==> src/rtl/or_reduce_pipe_pkg.sv <==
// Shared constants and elaboration-time helpers for the pipelined OR-reduce tree.
//   clog         : number of tree levels for n inputs at a given radix (minimum 1)
//   nodes        : node count of tree level k
//   level_inputs : number of words entering tree level k
package or_reduce_pipe_pkg;

  localparam int unsigned MODE_PASS   = 0;
  localparam int unsigned MODE_STICKY = 1;

  // radix^e
  function automatic int unsigned pow_r(int unsigned radix, int unsigned e);
    int unsigned p;
    p = 1;
    for (int unsigned i = 0; i < e; i++) p = p * radix;
    return p;
  endfunction

  // ceil(log_radix(n)), never below 1
  function automatic int unsigned clog(int unsigned n, int unsigned radix);
    int unsigned lv;
    lv = 1;
    for (int i = 0; i < 32; i++) begin
      if (pow_r(radix, lv) < n) lv = lv + 1;
    end
    return lv;
  endfunction

  // ceil(n / radix^(k+1))
  function automatic int unsigned nodes(int unsigned n, int unsigned radix, int unsigned k);
    int unsigned dv;
    dv = pow_r(radix, k + 1);
    return (n + dv - 1) / dv;
  endfunction

  function automatic int unsigned level_inputs(int unsigned n, int unsigned radix, int unsigned k);
    if (k == 0) return n;
    return nodes(n, radix, k - 1);
  endfunction

endpackage

==> src/rtl/or_reduce_node.sv <==
// One registered tree node: bitwise OR of RADIX words of WIDTH bits.
//   clk_i, rst_i : clock, synchronous active-high reset
//   ce_i         : clock enable, 0 holds the register
//   d_i          : RADIX packed words, word r = d_i[r*WIDTH +: WIDTH]
//   z_o          : registered OR of all words
module or_reduce_node #(
  parameter int unsigned RADIX = 4,
  parameter int unsigned WIDTH = 4
) (
  input  logic                   clk_i,
  input  logic                   rst_i,
  input  logic                   ce_i,
  input  logic [RADIX*WIDTH-1:0] d_i,
  output logic [WIDTH-1:0]       z_o
);

  logic [WIDTH-1:0] z_d;
  logic [WIDTH-1:0] z_q;

  // OR across the group
  always_comb begin
    z_d = '0;
    for (int r = 0; r < int'(RADIX); r++) z_d = z_d | d_i[r*WIDTH +: WIDTH];
  end

  always_ff @(posedge clk_i) begin
    if (rst_i)     z_q <= '0;
    else if (ce_i) z_q <= z_d;
  end

  assign z_o = z_q;

endmodule

==> src/rtl/or_reduce_pipe.sv <==
// Pipelined, masked OR reduction of NUM_IN words through a registered radix-RADIX
// tree, with optional sticky accumulation of results.
//   CK, CD : clock, synchronous active-high reset
//   CE     : clock enable for pipeline, valid and accumulator registers
//   VI     : input sample valid
//   D      : NUM_IN words, word i = D[i*WIDTH +: WIDTH]
//   MASK   : 1 excludes word i
//   CLR    : sticky accumulator clear (acts even with CE=0)
//   VO     : output valid
//   Z      : OR result (or accumulated OR when STICKY=1)
//   ZANY   : reduction OR of Z, registered with Z
module or_reduce_pipe
  import or_reduce_pipe_pkg::*;
#(
  parameter int unsigned NUM_IN = 8,
  parameter int unsigned WIDTH  = 4,
  parameter int unsigned RADIX  = 4,
  parameter int unsigned STICKY = MODE_PASS
) (
  input  logic                    CK,
  input  logic                    CD,
  input  logic                    CE,
  input  logic                    VI,
  input  logic [NUM_IN*WIDTH-1:0] D,
  input  logic [NUM_IN-1:0]       MASK,
  input  logic                    CLR,
  output logic                    VO,
  output logic [WIDTH-1:0]        Z,
  output logic                    ZANY
);

  localparam int unsigned LEVELS = clog(NUM_IN, RADIX);

  // lvl[0] holds the masked inputs, lvl[k+1] the registered outputs of tree level k
  logic [WIDTH-1:0] lvl [0:LEVELS][0:NUM_IN-1];
  logic [LEVELS-1:0] v_q;
  logic             vo_q;
  logic [WIDTH-1:0] z_d;
  logic [WIDTH-1:0] z_q;
  logic             zany_q;
  logic [WIDTH-1:0] tree_out;

  for (genvar i = 0; i < int'(NUM_IN); i++) begin : g_mask
    assign lvl[0][i] = D[i*WIDTH +: WIDTH] & ~{WIDTH{MASK[i]}};
  end

  for (genvar k = 0; k < int'(LEVELS); k++) begin : g_lvl
    localparam int unsigned NIN = level_inputs(NUM_IN, RADIX, k);
    localparam int unsigned NN  = nodes(NUM_IN, RADIX, k);
    for (genvar n = 0; n < int'(NUM_IN); n++) begin : g_node
      if (n < int'(NN)) begin : g_used
        logic [RADIX*WIDTH-1:0] din;
        // partial last group: missing inputs read as 0
        for (genvar r = 0; r < int'(RADIX); r++) begin : g_in
          if (n*int'(RADIX) + r < int'(NIN)) begin : g_wire
            assign din[r*WIDTH +: WIDTH] = lvl[k][n*int'(RADIX) + r];
          end else begin : g_tie
            assign din[r*WIDTH +: WIDTH] = '0;
          end
        end
        or_reduce_node #(
          .RADIX (RADIX),
          .WIDTH (WIDTH)
        ) u_node (
          .clk_i (CK),
          .rst_i (CD),
          .ce_i  (CE),
          .d_i   (din),
          .z_o   (lvl[k+1][n])
        );
      end else begin : g_unused
        assign lvl[k+1][n] = '0;
      end
    end
  end

  assign tree_out = lvl[LEVELS][0];

  // Output stage next value; pass mode only updates Z on a valid result so it holds afterwards
  always_comb begin
    z_d = z_q;
    if (STICKY == MODE_STICKY) begin
      if (CE)       z_d = (CLR ? '0 : z_q) | (v_q[LEVELS-1] ? tree_out : '0);
      else if (CLR) z_d = '0;
    end else begin
      if (CE && v_q[LEVELS-1]) z_d = tree_out;
    end
  end

  always_ff @(posedge CK) begin
    if (CD) begin
      v_q    <= '0;
      vo_q   <= 1'b0;
      z_q    <= '0;
      zany_q <= 1'b0;
    end else begin
      z_q    <= z_d;
      zany_q <= |z_d;
      if (CE) begin
        vo_q   <= v_q[LEVELS-1];
        v_q[0] <= VI;
        for (int k = 1; k < int'(LEVELS); k++) v_q[k] <= v_q[k-1];
      end
    end
  end

  assign VO   = vo_q;
  assign Z    = z_q;
  assign ZANY = zany_q;

endmodule

==> config.mk <==
export PLATFORM = sky130hd
export DESIGN_NAME = or_reduce_pipe
export DESIGN_NICKNAME = d
export VERILOG_FILES = /design/src/rtl/or_reduce_pipe_pkg.sv /design/src/rtl/or_reduce_node.sv /design/src/rtl/or_reduce_pipe.sv
export SDC_FILE = /design/constraint.sdc
export NUM_CORES = 1
export LEC_CHECK = 0
export BUFFER_PORTS_ARGS = -buffer_cell sky130_fd_sc_hd__buf_4
export CAP_MARGIN = 20
export CORE_UTILIZATION = 45
export DETAILED_ROUTE_END_ITERATION = 8
export GPL_TIMING_DRIVEN = 0
export MAX_ROUTING_LAYER = met4
export PLACE_DENSITY_LB_ADDON = 0.15
export SLEW_MARGIN = 5
export SYNTH_ARGS = -nofsm -noshare
export SYNTH_HDL_FRONTEND = slang
export SYNTH_SLANG_ARGS = --single-unit
==> constraint.sdc <==
create_clock -name CK -period 2.35 [get_ports CK]
set_input_delay 0.47 -clock CK [delete_from_list [all_inputs] [get_ports CK]]
set_output_delay 0.47 -clock CK [all_outputs]
set_load 0.02 [all_outputs]
==> results of run 1 <==
[routing by layer]
layer	wire length (um)	vias to the layer above	GRT usage, %
li1	-	498	-
met1	974	437	28.0
met2	1040	40	35.6
met3	145	5	7.06
met4	44	0	9.41
met5	0	-	-
[cell usage in the layout (no fill, tap or decap), types with 3 or more instances in the layout]
cell type	synthesis	final
buf_4	0	48
dfxtp_1	20	20
nor2_1	19	19
a21oi_1	17	17
nor2b_1	12	12
a311oi_1	8	8
inv_1	6	6
nand2_1	5	5
a211oi_1	5	5
nand3_1	4	4
a22oi_1	4	4
buf_2	3	3
clkbuf_4	0	3
[final cells by class]
class                   instances  share of cell area (%)
multi-input cells              79                    33.5
flip-flops and latches         20                    29.9
repair buffers                 48                    26.9
well taps                      25                    2.34
clock inverters                 1                    2.25
clock buffers                   3                    1.68
plain buffers                   5                    1.68
inverters                       6                    1.68
[synthesized netlist by cell type, drive strengths merged (2+ instances only)]
cell type,instances
a22oi,4
inv,6
buf,3
nor2b,12
a311oi,8
nor2,19
nand2,5
mux2i,2
nand3,4
clkbuf,2
dfxtp,20
a21oi,17
a211oi,5
[registers in the layout, indices dropped and copies added, names as in the netlist]
signal,flops
VO,1
ZANY,1
v_q,2
g_lvl.g_node.g_used.u_node.z_o,12
Z,4
[logic make-up (layout without fill, tap and decap cells)]
kind of cell           Yosys count  in the layout  synth area share (%)
multiplexers                     2              2                  2.24
AND/OR/NAND/NOR                 43             43                  23.0
buffers and inverters           11             63                  5.04
flip-flops                      20             20                  44.8
AO/OA/AOI/OAI                   34             34                  24.9
[where the power goes]
group | internal (mW) | total, mW | switching (mW)
clock network | 0.173 | 0.283 | 0.111
logic | 0.0771 | 0.130 | 0.0528
registers | 0.359 | 0.371 | 0.0123
total | 0.609 | 0.784 | 0.176
[tightest hold or removal path, cell delays in order]
cell and delay [ps]:
buf_4 80, mux2i_1 60, nor2_1 80
[worst max path at each step]
stage	slack (ps)	to
global placement	1170	v_q[0]
finish	1030	Z[0]
detailed placement	1140	g_lvl[0].g_node[1].g_used.u_node.z_o[2]
CTS	1020	Z[0]
global route	980	Z[0]
floorplan	1290	ZANY
[stage by stage]
step                instance area, um^2  utilization [%]  worst slack [ps]
global placement                   1280             71.3              1170
finish                             1340             74.2              1030
global route                       1340             74.2               979
floorplan                           893                -              1290
detailed placement                 1280             71.3              1140
CTS                                1340             74.2              1020
==> results.toml, run 1 <==
[worst_setup_path]
crit_slowest_cell = "dfxtp_1"
startpoint_type = "flip-flop"
crit_path_max_fanout = 3
r2r_cells = 3
critical_path_class = "reg -> out"
r2r_start = "g_lvl[1].g_node[0].g_used.u_node.z_o[0]"
cp.required_ps = 1880
path_depth = 1
path_cells = "buf_4"
cp_top_family = "flip-flops"
crit_start = "Z[0]"
reg2reg_slack_ps = 1230
reg2reg_to = "ZANY"
endpoint_kind = "output pin"
cp_num_buf_inv = 1
critPathMaxStageDelay_ps = 380
cp.arrival_ps = 850

[detailed_routing]
wl_um = 2210
drtPass1Iterations = 4
drtIter0Drc = 24
vias = 980
final_antenna_net_count = 0
drt-vias-per-instance = 5.24
routedWlPerCell_um = 11.8
drcViolationCount = 0

[timing]
setup_viol = 0
report.final.slew_viol_count = 0
fin_skew_ps = 3.16
timing.fmax_mhz = 759
layout_min_cycle_time_ps = 1320
finalHoldViolCount = 0
rsz0062_at_grt = "no"
slew_headroom_pct = 71.0
worst_slew_pin_slew_ps = 436
whs_ps = 401
post-route-period-util_pct = 56.0
setup-tns-final_ps = 0

[layout]
nets = 208
multiInputGateArea_um2 = 448
seq_area_um2 = 400
num_antenna_cells = 0
area_delta_synth_final_pct = 49.7
drive_gt1_share_pct = 34.0
fillers = 149
finalNonFillerCells = 187

[floorplanning]
ios = 51
fp.dieH_um = 46.6
dieArea_um2 = 2170
num_rows = 15
coreArea_um2 = 1800
initial_utilization_pct = 49.6
die_width_um = 46.6

[grt]
grt_start_max_net_pins = 13
grt_overflow = 0
antenna_found_initial = 0
track_usage_pct = 23.2
grt_pass1_wl_um = 3450
grt_pass1_vias = 850

[pwr]
power.total_uw = 784
peakVddDrop_uv = 569
p_leak_nw = 0.601
power_per_cell_area_nw_per_um2 = 586

[logic_synthesis]
synth_cells = 110
syn_avg_cell_area_um2 = 8.12
yosys_register_bits = 20
yosys_warnings = 0
dominantRegCellSynth = "dfxtp_1"
mappedNetlistNets = 155
ys_seq_area_share_pct = 44.8
yosys.cell_types.count = 16
synth_top_area_share_pct = 44.8
synth_area_um2 = 893
synth_edf_count = 0
synth.area.top_cells = "dfxtp_1, a21oi_1, nor2b_1, nor2_1, a311oi_1"
synth_top_area_cell = "dfxtp_1"
async_flop_share_pct = 0

[status]
outcome = "finished, final reports clean"

[min_path]
min_to = "v_q[0]"
worstHoldStart = "VI"
hold_class = "in -> reg"
hold_path_depth = 3

[clock_network]
clk_pin_slew_ps = 110
cts_hold_buf = 0
clk_latency_ps = 310
clkSinkCount = 20
cts_tree = "yes"
cts_resized = 0
cts_buffers = 3
cts.path.max_buffers = 2
cts_root_buffer = "clkbuf_4"
h-tree-depth = 1
cts_setup_buffers = 0

[placed_design]
io_buffers = 48
dpl.cell_count = 183
dp_hpwl_um = 1780
routabilityCongestion = 0.743

[run]
max_cap_viol_count = 0
No activity file was read; power rests on OpenSTA's default activity.
==> run 2, diff against run 1 <==
Settings changed: CORE_UTILIZATION 45 to 38.
Clock period 2.35 ns to 1.2 ns, I/O delays scaled along.
==> run 2 against run 1 <==
Non-clock buffer count unchanged; final area decreased by 0.94%; clock skew increased by 2.1 ps; count of clock-buffer cells in the layout increased by 1; power increased by 73%; via count decreased by 4.2%; critical path type is now reg -> reg.
==> results.toml, run 2 (synthesized netlist as in run 1, its figures left out) <==
[layout]
layout_common_cells = "buf_4, dfxtp_1, nor2_1, a21oi_1, nor2b_1"
drive_gt1_share_pct = 34.0
largest_register_ffs = 12
fillers = 211
multiInputGateArea_um2 = 448
seq_area_um2 = 400
area_delta_synth_final_pct = 48.3
nets = 208
num_antenna_cells = 0
final_common_cell = "buf_4"

[timing]
post-route-period-util_pct = 92.7
setup_viol = 0
timing.fmax_mhz = 899
rsz0062_at_grt = "no"
report.final.slew_viol_count = 0
slew_headroom_pct = 71.7
layout_min_cycle_time_ps = 1110
finalHoldViolCount = 0
worst_slew_pin_slew_ps = 425
fin_skew_ps = 5.24
setup-tns-final_ps = 0

[pwr]
peakVddDrop_uv = 452
power_per_cell_area_nw_per_um2 = 1020
power.total_mw = 1.36
p_leak_nw = 0.594

[worst_setup_path]
cp.required_ps = 1380
startpoint_type = "flip-flop"
reg2reg_to = "ZANY"
reg2reg_slack_ps = 90
endpoint_kind = "flip-flop"
cp.arrival_ps = 1290
crit_path_max_fanout = 3
critical_path_class = "reg -> reg"
r2r_cells = 3
r2r_start = "g_lvl[1].g_node[0].g_used.u_node.z_o[0]"

[detailed_routing]
drtPass1Iterations = 4
drtIter0Drc = 7
vias = 939
wl_um = 2030
routedWlPerCell_um = 10.7
drcViolationCount = 0
drt-vias-per-instance = 4.94
final_antenna_net_count = 0

[floorplanning]
die_width_um = 50.5
dieArea_um2 = 2550
initial_utilization_pct = 40.4
coreArea_um2 = 2210
num_rows = 17
ios = 51
fp.dieH_um = 50.5

[clock_network]
clkSinkCount = 20
clk_latency_ps = 290
cts_root_buffer = "clkbuf_4"
cts_resized = 0
cts_buffers = 3
cts_hold_buf = 0
cts_tree = "yes"
cts_setup_buffers = 0
cts.path.max_buffers = 2
h-tree-depth = 1
clk_pin_slew_ps = 110

[grt]
grt_overflow = 0
track_usage_pct = 18.7
antenna_found_initial = 0
grt_start_max_net_pins = 12
grt_pass1_wl_um = 3600
grt_pass1_vias = 915

[placed_design]
routabilityCongestion = 0.715
dp_hpwl_um = 1720
io_buffers = 48

[min_path]
worstHoldStart = "VI"
min_to = "v_q[0]"
hold_class = "in -> reg"
hold_path_depth = 3

[status]
outcome = "finished, final reports clean"

[run]
max_cap_viol_count = 0
-- run 2: changes by cell type in the layout (fill, tap and decap cells not counted) --
cell	change
clkbuf_8	+1
bufinv_16	-1
-- run 2: power breakdown --
part	internal, mW	switching (mW)	leakage (nW)
Clock	0.185	0.195	0.0210
Combinational	0.151	0.101	0.408
Sequential	0.702	0.0231	0.165
Total	1.04	0.319	0.594
-- run 2: critical path, stage by stage, from the launching register on --
cell      delay [ps]
dfxtp_1          330
or4_1            510
nor2_1           100
a211oi_1          60
-- run 2: worst max-delay path by stage --
stage	startpoint	to	cells after the start
2_1_floorplan	g_lvl[1].g_node[0].g_used.u_node.z_o[0]	ZANY	3
3_3_place_gp	g_lvl[1].g_node[0].g_used.u_node.z_o[0]	ZANY	3
3_5_place_dp	g_lvl[1].g_node[0].g_used.u_node.z_o[0]	ZANY	3
4_1_cts	g_lvl[1].g_node[0].g_used.u_node.z_o[0]	ZANY	3
5_1_grt	g_lvl[1].g_node[0].g_used.u_node.z_o[0]	ZANY	3
6_report	g_lvl[1].g_node[0].g_used.u_node.z_o[0]	ZANY	3
-- run 2: layout make-up --
type / count / share of cell area (%)
Tap cell: 28 / 2.64
Timing Repair Buffer: 48 / 27.2
Sequential cell: 20 / 30.2
Clock buffer: 4 / 2.74
Buffer: 5 / 1.70
Inverter: 6 / 1.70
Multi-Input combinational cell: 79 / 33.8
-- run 2: per-layer routing --
layer	up-vias	GRT usage (%)	part of all wire (%)
li1	497	-	-
met1	401	21.3	44
met2	41	33.8	51
met3	0	2.73	5.1
met4	0	5.56	0
met5	-	-	0
-- run 2: stage by stage --
step           hold WS, ps  area (um^2)  cells  setup slack, ps  utilization (%)
2_1_floorplan          387          893    110              137                -
3_3_place_gp           462         1290    186              108             58.3
3_5_place_dp           463         1290    186             94.4             58.3
4_1_cts                184         1330    190             89.8             59.9
5_1_grt                170         1330    190             45.1             59.9
6_report               182         1330    190             87.7             59.9
==> run 3, diff against run 2 <==
Settings changed: CORE_MARGIN set to 1, CTS_BUF_LIST set to sky130_fd_sc_hd__clkbuf_16.
==> run 3 against run 2 <==
Global-route usage rose by 0.85 points; sequential cell count did not move; final cell count stayed put; clock power is 76% higher; via count decreased by 0.85%; worst hold slack improved by 56 ps; sequential share of layout area fell by 0.94 points; first-iteration DRC count up 29%; non-clock buffer count is the same; critical endpoint unchanged; highest routed layer is now met4.
==> results.toml, run 3 (synthesized netlist as in run 1, its figures left out) <==
[placed_design]
routabilityCongestion = 0.715
dpl.cell_count = 186
io_buffers = 48
dp_hpwl_um = 1720

[layout]
fillers = 209
final_common_cell = "buf_4"
finalNonFillerCells = 190
drive_gt1_share_pct = 33.3
largest_register_ffs = 12
num_antenna_cells = 0
area_delta_synth_final_pct = 53.1
final_util_pct = 61.8
layout_common_cells = "buf_4, dfxtp_1, nor2_1, a21oi_1, nor2b_1"
nets = 208

[grt]
top_usage_layer = "met2"
globalRouteMet2Util_pct = 36.0
antenna_found_initial = 0
grt_pass1_vias = 948
grt_pass1_wl_um = 3710
track_usage_pct = 19.6
grt_overflow = 0
grt_start_max_net_pins = 12
grt_util_met1_pct = 21.3
grt_util_met3_pct = 3.64

[floorplanning]
fp.dieH_um = 50.5
num_rows = 17
initial_utilization_pct = 40.4
dieArea_um2 = 2550
ios = 51
die_width_um = 50.5
coreArea_um2 = 2210

[worst_setup_path]
startpoint_type = "flip-flop"
cp.required_ps = 1320
endpoint_kind = "flip-flop"
critical_path_class = "reg -> reg"
crit_path_max_fanout = 3
cp.arrival_ps = 1220

[clock_network]
clk_pin_slew_ps = 60
h-tree-depth = 1
cts_resized = 0
cts_setup_buffers = 0
cts_tree = "yes"
clkSinkCount = 20
cts_hold_buf = 0
cts.path.max_buffers = 2
clk_latency_ps = 250
cts_root_buffer = "clkbuf_16"
cts_buffers = 3

[detailed_routing]
routedWlPerCell_um = 11.0
wl_um = 2090
drcViolationCount = 0
final_antenna_net_count = 0
vias = 931
drtPass1Iterations = 4
drtIter0Drc = 9
drt-vias-per-instance = 4.90

[pwr]
peakVddDrop_uv = 683
power_per_cell_area_nw_per_um2 = 1210
p_leak_nw = 0.612
power.total_mw = 1.65

[status]
outcome = "finished, final reports clean"

[timing]
rsz0062_at_grt = "no"
timing.fmax_mhz = 906
finalHoldViolCount = 0
fin_skew_ps = 4.32
setup_viol = 0
worst_slew_pin_slew_ps = 412
post-route-period-util_pct = 92.0
report.final.slew_viol_count = 0
whs_ps = 238
layout_min_cycle_time_ps = 1100
setup-tns-final_ps = 0
slew_headroom_pct = 72.5

[min_path]
hold_class = "in -> reg"

[run]
max_cap_viol_count = 0
==> run 3: cell types whose count changed in the layout (fill, tap and decap cells not counted) <==
cell       before  now
clkbuf_16       0    3
clkbuf_8        1    0
clkinv_1        0    1
clkbuf_4        3    0
==> run 3: layer usage <==
layer	wire [um]	up-vias
met2	1060	39
met4	17	0
met5	0	-
met1	912	395
li1	-	495
met3	103	2
==> run 3: worst paths after layout <==
kind / start / to / slack (ps) / cells past startpoint
worst max-delay path: g_lvl[1].g_node[0].g_used.u_node.z_o[0] / ZANY / 100 / 3
worst min-delay path: VI / v_q[0] / 240 / 3
worst max register to register: g_lvl[1].g_node[0].g_used.u_node.z_o[0] / ZANY / 100 / 3
worst min register to register: VO / VO / 470 / 2
==> run 3: per-stage QoR <==
| step | setup slack, ps | cell area [um^2] |
|---|---|---|
| after CTS | 90.5 | 1370 |
| after global routing | 48.3 | 1370 |
| after global placement | 108 | 1290 |
| after floorplan | 137 | 893 |
| final | 96.2 | 1370 |
| after detailed placement | 94.4 | 1290 |
==> run 3: area by class of cell <==
class / count / area [um^2] / area share (%)
Tap cell: 28 / 35.0 / 2.56
Clock inverter: 1 / 3.75 / 0.274
Sequential cell: 20 / 400 / 29.3
Multi-Input combinational cell: 79 / 448 / 32.8
Buffer: 5 / 22.5 / 1.65
Timing Repair Buffer: 48 / 360 / 26.3
Inverter: 6 / 22.5 / 1.65
Clock buffer: 3 / 75.1 / 5.49
==> run 3: worst max-delay path, cell delays in order (launching register included) <==
cell      delay [ps]
dfxtp_1          310
or4_1            510
nor2_1           100
a211oi_1          60
==> run 3: report_power, final <==
group | total [mW] | switching (mW) | internal (mW)
Combinational | 0.252 | 0.101 | 0.151
Clock | 0.670 | 0.227 | 0.443
Sequential | 0.727 | 0.0238 | 0.704
